File: src/rtl/mem_access_pkg.sv
// rtl/mem_access_pkg.sv - shared types and helpers for the MEM-stage load/store sequencer
package mem_access_pkg;

  localparam logic [2:0] F3_B  = 3'b000;
  localparam logic [2:0] F3_H  = 3'b001;
  localparam logic [2:0] F3_W  = 3'b010;
  localparam logic [2:0] F3_BU = 3'b100;
  localparam logic [2:0] F3_HU = 3'b101;

  typedef enum logic [1:0] {IDLE, ACC0, ACC1, RESP} mau_state_t;
  typedef enum logic [1:0] {SZ_B, SZ_H, SZ_W} size_t;

  function automatic logic [3:0] size_mask(size_t sz);
    logic [3:0] m;
    case (sz)
      SZ_B:    m = 4'b0001;
      SZ_H:    m = 4'b0011;
      default: m = 4'b1111;
    endcase
    return m;
  endfunction

  function automatic logic [2:0] size_bytes(size_t sz);
    logic [2:0] n;
    case (sz)
      SZ_B:    n = 3'd1;
      SZ_H:    n = 3'd2;
      default: n = 3'd4;
    endcase
    return n;
  endfunction

  // BU/HU encodings only mean "unsigned narrow" for loads; a store with them is a word
  function automatic size_t decode_size(logic [2:0] f3, logic is_load);
    size_t sz;
    if (f3 == F3_B || (is_load && f3 == F3_BU))      sz = SZ_B;
    else if (f3 == F3_H || (is_load && f3 == F3_HU)) sz = SZ_H;
    else                                             sz = SZ_W;
    return sz;
  endfunction

endpackage

File: src/rtl/ls_lane_align.sv
// rtl/ls_lane_align.sv - byte-lane strobe/data shifting for stores and extract/extend for loads
module ls_lane_align
  import mem_access_pkg::*;
(
  input  size_t       size,
  input  logic        sign_ext,
  input  logic [1:0]  offset,
  input  logic [31:0] wdata,
  input  logic [31:0] lo_word,
  input  logic [31:0] hi_word,
  output logic [3:0]  wr_lo,
  output logic [3:0]  wr_hi,
  output logic [31:0] wdata_lo,
  output logic [31:0] wdata_hi,
  output logic [31:0] load_data
);

  logic [7:0]  mask_sh;
  logic [5:0]  hi_shift;
  logic [31:0] rd_sh;

  always_comb begin
    mask_sh   = {4'b0000, size_mask(size)} << offset;
    wr_lo     = mask_sh[3:0];
    wr_hi     = mask_sh[7:4];
    wdata_lo  = wdata << {offset, 3'b000};
    // offset 0 never splits; the 32-bit shift then simply yields zero
    hi_shift  = 6'd32 - {1'b0, offset, 3'b000};
    wdata_hi  = wdata >> hi_shift;
    rd_sh     = 32'({hi_word, lo_word} >> {offset, 3'b000});
    case (size)
      SZ_B:    load_data = {{24{sign_ext & rd_sh[7]}}, rd_sh[7:0]};
      SZ_H:    load_data = {{16{sign_ext & rd_sh[15]}}, rd_sh[15:0]};
      default: load_data = rd_sh;
    endcase
  end

endmodule

File: src/rtl/mem_access_unit.sv
// rtl/mem_access_unit.sv - MEM-stage load/store sequencer with word-boundary splitting
// Optional MISALIGN_TRAP_EN: split accesses fault instead of issuing a second access.
module mem_access_unit
  import mem_access_pkg::*;
#(
  parameter int DM_ADDRESS = 9,
  parameter int DATA_W     = 32
) (
  input  logic                  clk,
  input  logic                  rst_n,
  input  logic                  req_valid,
  output logic                  req_ready,
  input  logic                  req_load,
  input  logic                  req_store,
  input  logic [2:0]            req_funct3,
  input  logic [31:0]           req_addr,
  input  logic [DATA_W-1:0]     req_wdata,
  output logic [DM_ADDRESS-1:0] mem_addr,
  output logic [3:0]            mem_wr,
  output logic [DATA_W-1:0]     mem_wdata,
  input  logic [DATA_W-1:0]     mem_rdata,
  output logic                  rsp_valid,
  output logic [DATA_W-1:0]     rsp_data,
  output logic                  rsp_fault,
  output logic                  stall
);

  localparam int WA = DM_ADDRESS - 2;

  mau_state_t state, state_nx;

  logic              is_load;
  size_t             size;
  logic              sign_ext;
  logic [1:0]        offset;
  logic [WA-1:0]     word;
  logic [WA-1:0]     word_hi;
  logic [31:0]       wdata;
  logic              split;
  logic [31:0]       lo_buf, hi_buf, rsp_hold;

  logic              accept;
  size_t             req_size;
  logic [2:0]        req_end;
  logic              fault_now;
  logic [3:0]        wr_lo, wr_hi;
  logic [31:0]       wdata_lo, wdata_hi, load_data, rsp_now;
  logic              unused_addr;

  assign unused_addr = ^req_addr[31:DM_ADDRESS];
  assign accept      = (state == IDLE) & req_valid & (req_load | req_store);
  assign req_size    = decode_size(req_funct3, req_load);
  assign req_end     = {1'b0, req_addr[1:0]} + size_bytes(req_size);
  assign word_hi     = word + WA'(1);

`ifdef MISALIGN_TRAP_EN
  assign fault_now = split;
`else
  assign fault_now = 1'b0;
`endif

  assign rsp_now = (is_load && !fault_now) ? load_data : 32'h0;

  ls_lane_align u_align (
    .size      (size),
    .sign_ext  (sign_ext),
    .offset    (offset),
    .wdata     (wdata),
    .lo_word   (lo_buf),
    .hi_word   (hi_buf),
    .wr_lo     (wr_lo),
    .wr_hi     (wr_hi),
    .wdata_lo  (wdata_lo),
    .wdata_hi  (wdata_hi),
    .load_data (load_data)
  );

  always_ff @(posedge clk or negedge rst_n) begin
    if (!rst_n) state <= IDLE;
    else        state <= state_nx;
  end

  always_comb begin
    state_nx = state;
    case (state)
      IDLE:    if (accept) state_nx = ACC0;
      ACC0:    state_nx = (split && !fault_now) ? ACC1 : RESP;
      ACC1:    state_nx = RESP;
      default: state_nx = IDLE;
    endcase
  end

  always_ff @(posedge clk or negedge rst_n) begin
    if (!rst_n) begin
      is_load  <= 1'b0;
      size     <= SZ_B;
      sign_ext <= 1'b0;
      offset   <= 2'b00;
      word     <= '0;
      wdata    <= '0;
      split    <= 1'b0;
      lo_buf   <= '0;
      hi_buf   <= '0;
      rsp_hold <= '0;
    end else begin
      if (accept) begin
        is_load  <= req_load;
        size     <= req_size;
        sign_ext <= req_load & (req_funct3 == F3_B || req_funct3 == F3_H);
        offset   <= req_addr[1:0];
        word     <= req_addr[DM_ADDRESS-1:2];
        wdata    <= req_wdata;
        split    <= req_end > 3'd4;
      end
      if (state == ACC0 && is_load) lo_buf <= mem_rdata;
      if (state == ACC1 && is_load) hi_buf <= mem_rdata;
      if (state == RESP)            rsp_hold <= rsp_now;
    end
  end

  always_comb begin
    req_ready = 1'b0;
    mem_addr  = '0;
    mem_wr    = 4'b0000;
    mem_wdata = '0;
    rsp_valid = 1'b0;
    rsp_data  = rsp_hold;
    rsp_fault = 1'b0;
    case (state)
      IDLE: req_ready = 1'b1;
      ACC0: begin
        mem_addr = {word, 2'b00};
        if (!is_load && !fault_now) begin
          mem_wr    = wr_lo;
          mem_wdata = wdata_lo;
        end
      end
      ACC1: begin
        mem_addr = {word_hi, 2'b00};
        if (!is_load) begin
          mem_wr    = wr_hi;
          mem_wdata = wdata_hi;
        end
      end
      default: begin
        rsp_valid = 1'b1;
        rsp_data  = rsp_now;
        rsp_fault = fault_now;
      end
    endcase
  end

  assign stall = ~req_ready;

endmodule

File: config.mk
export PLATFORM = sky130hd
export DESIGN_NAME = mem_access_unit
export DESIGN_NICKNAME = d
export VERILOG_FILES = /design/src/rtl/mem_access_pkg.sv /design/src/rtl/ls_lane_align.sv /design/src/rtl/mem_access_unit.sv
export SDC_FILE = /design/constraint.sdc
export NUM_CORES = 1
export LEC_CHECK = 0
export BUFFER_PORTS_ARGS = -buffer_cell sky130_fd_sc_hd__buf_2
export CORE_ASPECT_RATIO = 0.5
export CORE_UTILIZATION = 55
export CTS_CLUSTER_DIAMETER = 80
export DETAILED_ROUTE_END_ITERATION = 16
export GPL_TIMING_DRIVEN = 1
export HOLD_SLACK_MARGIN = 0.15
export PLACE_DENSITY = 0.81
export SKIP_LAST_GASP = 1
export SLEW_MARGIN = 0
export SYNTH_ARGS = -nofsm -noshare
export SYNTH_HDL_FRONTEND = slang
export SYNTH_SLANG_ARGS = --single-unit
File: constraint.sdc
create_clock -name clk -period 2.8 [get_ports clk]
set_clock_uncertainty 0.1 [all_clocks]
set_input_delay 0.14 -clock clk [delete_from_list [all_inputs] [get_ports clk]]
set_output_delay 0.14 -clock clk [all_outputs]
set_load 0.1 [all_outputs]
==> flow_summary.json <==
{
  "cp-start-kind": "flop",
  "number_of_iterations_in_the_first_detailed_routing_pass": 5,
  "max_slew_margin_pct": 47.2,
  "synth_top_area_share_pct": 41.0,
  "maxSlewViolCount": 0,
  "peak_fanout_along_the_critical_path": 33,
  "overflow": 0,
  "post-synth-top-area-cell": "sky130_fd_sc_hd__dfrtp_1",
  "place.port_buffers": 158,
  "clock-sinks": 136,
  "critical_path.cell_chain": "buf_12 -> mux4_1 -> and2_1 -> mux2_2 -> clkbuf_4",
  "seqCellArea_sq_mm": 0.00341,
  "fillers": 814,
  "vias": 7455,
  "cts.clk_slew.worst_paths_ns": 0.06,
  "layout_commonest_cell": "sky130_fd_sc_hd__dfrtp_1",
  "timing.final.crit_period_ns": 2.75,
  "drc": 0,
  "area_of_the_mapped_netlist_sq_mm": 0.00830,
  "crit_path_dat_ns": 2.51,
  "highest_attainable_clock_frequency_ghz": 0.364,
  "synth_flop_type": "sky130_fd_sc_hd__dfrtp_1",
  "synth.distinct_cells": 47,
  "clock-root-buffer": "sky130_fd_sc_hd__clkbuf_16",
  "routed_via_density": 6.17,
  "setup_ws_ns": 0.0526,
  "synth-edff-count": 0,
  "coreArea_sq_mm": 0.0146,
  "row_count": 31,
  "finalSetupViolCount": 0,
  "worst_r2r_path_depth": 7,
  "syn_inst": 761,
  "dp_hpwl_mm": 15.7,
  "globalplace.congestion": 0.857,
  "synth.ff_latch_count": 136,
  "tritoncts": "built",
  "final_layout_size_suffix_gt1_share_pct": 44.5,
  "design.portCount": 185,
  "die-width_um": 176,
  "run_status": "complete, no violations",
  "clock_insertion_delay_worst_skew_ns": 0.41,
  "max-cap-violations": 0,
  "area_growth_pct": 44.8,
  "critPathRequiredTime_ns": 2.56,
  "detail_route.wl_per_cell_um": 20.6,
  "post-route-period-util_pct": 98.1,
  "grt_start_max_net_pins": 83,
  "drt-total-wl_mm": 24.9,
  "first_iter_violations": 676,
  "layout.cells.most_common_list": "sky130_fd_sc_hd__dfrtp_1, sky130_fd_sc_hd__mux2_2, sky130_fd_sc_hd__buf_2",
  "cp_endpoint_kind": "output pin",
  "report.final.hold_viol_count": 0,
  "worst_margin_slew_ns": 0.792,
  "ctsHtreeMaxLevel": 4,
  "ys.warnings.count": 0,
  "layout.nets": 1111,
  "number_of_antenna_diodes": 0,
  "critical-path-max-stage-delay_ns": 0.62,
  "number_of_global_route_vias_before_repair": 7470,
  "number_of_antenna_violations_at_the_first_check_in_global_routing": 0,
  "multiInputGateArea_sq_mm": 0.00503,
  "worstHoldPathType": "in2async",
  "dieArea_sq_mm": 0.0156,
  "synth.area.top_cells": "sky130_fd_sc_hd__dfrtp_1, sky130_fd_sc_hd__mux2_2, sky130_fd_sc_hd__mux2i_1",
  "clock_path_buffers": 2,
  "worst_setup_path_class": "reg2out",
  "grt_pass1_wl_mm": 38.4,
  "final_cell_area_sq_mm": 0.0120,
  "yosysSeqAreaShare_pct": 41.0,
  "drt.antenna.violating_nets": 0,
  "gr-usage-all-layers_pct": 32.2,
  "detailedPlace.worstSlack_ns": 0.148,
  "chipHeight_um": 88.9,
  "asyncSetResetFlopFracSynth_pct": 100,
  "floorplan.initialDensity_pct": 56.9,
  "cts-buffers-inserted": 17,
  "placed_cell_area_sq_mm": 0.0105,
  "synth_area_per_cell_sq_um": 10.9,
  "cp_slowest_cell": "sky130_fd_sc_hd__mux4_1"
}
-- cell families after synthesis --
family / share of synthesized area, %
flops: 41.0
fa+ha+maj: 1.45
xor+xnor: 0.739
other cells: 0.0452
buf+inv: 5.38
mux: 28.3
simple gates: 8.77
compound gates: 14.4
-- per-layer routing --
metal  routed length, um  global-route usage, %
met5                   0                      0
met2               12300                   54.9
met4                 896                   16.5
met3                1700                   6.74
met1               10000                   39.5
-- synth_stat cells (7+ instances only) --
cell and number:
sky130_fd_sc_hd__nand3_1 9, sky130_fd_sc_hd__buf_4 8, sky130_fd_sc_hd__and2_1 9, sky130_fd_sc_hd__a211oi_1 13, sky130_fd_sc_hd__o221ai_1 16, sky130_fd_sc_hd__mux2i_1 57
sky130_fd_sc_hd__inv_1 26, sky130_fd_sc_hd__mux4_2 10, sky130_fd_sc_hd__o22ai_1 20, sky130_fd_sc_hd__nor2b_1 18, sky130_fd_sc_hd__nand2_1 63, sky130_fd_sc_hd__o21ai_0 20
sky130_fd_sc_hd__a221o_1 16, sky130_fd_sc_hd__buf_2 26, sky130_fd_sc_hd__ha_1 8, sky130_fd_sc_hd__a32oi_1 12, sky130_fd_sc_hd__buf_1 7, sky130_fd_sc_hd__clkbuf_1 17
sky130_fd_sc_hd__a22oi_1 17, sky130_fd_sc_hd__a21oi_1 20, sky130_fd_sc_hd__mux2_2 127, sky130_fd_sc_hd__nor2_1 46, sky130_fd_sc_hd__o2bb2ai_1 13, sky130_fd_sc_hd__dfrtp_1 136
-- final timing paths --
check,start,slack [ns],end
setup / recovery,offset[0],0.05,rsp_data[0]
hold / removal,rst_n,0.22,rsp_hold[5]
setup reg to reg,state[0],0.36,sign_ext
hold reg to reg,split,0.40,split
max in group asynchronous,rst_n,1.58,offset[0]
min in group clk,mem_rdata[29],0.38,lo_buf[29]
-- worst max-delay path: cells and delay by family, from the launching register on --
| kind | cells | cell delay (ns) |
|---|---|---|
| flip-flops | 1 | 0.49 |
| multiplexers | 2 | 0.89 |
| buffers and inverters | 2 | 0.51 |
| AND/OR/NAND/NOR | 1 | 0.21 |
-- stage by stage --
step | hold WS (ns) | TNS [ns] | utilization, % | std cells
after floorplan | -0.256 | -2.20 | - | 763
after global placement | 0.130 | 0 | 71.9 | 1090
after detailed placement | 0.140 | 0 | 71.9 | 1090
after CTS | 0.268 | 0 | 81.9 | 1205
after global routing | 0.302 | -0.00425 | 82.4 | 1208
final | 0.217 | 0 | 82.4 | 1208
-- cell type report --
class / instances / share of cell area, %
inverter: 27 / 0.875
timing repair buffer: 279 / 22.0
clock buffer: 19 / 3.69
multi-input combinational: 537 / 41.9
clock inverter: 12 / 1.17
sequential: 136 / 28.4
tap: 198 / 2.06
-- flip-flops by register name, summed over array words and instances, names as in the netlist --
register / cells
lo_buf: 32
rsp_hold: 32
wdata: 32
hi_buf: 24
word: 7
offset: 2
size: 2
state: 2
is_load: 1
sign_ext: 1
split: 1
-- what timing repair did --
action,4_1_cts,5_1_grt
pin swaps,0,2
endpoints found under the setup margin,31,31
buffers inserted,1,3
hold buffers,83,0
gates resized for setup,8,15
endpoints found under the hold margin,183,0
Power is left out: the tool's default activity adds up to more than one toggle a clock period on the data nets, which glitch-free logic cannot reach.
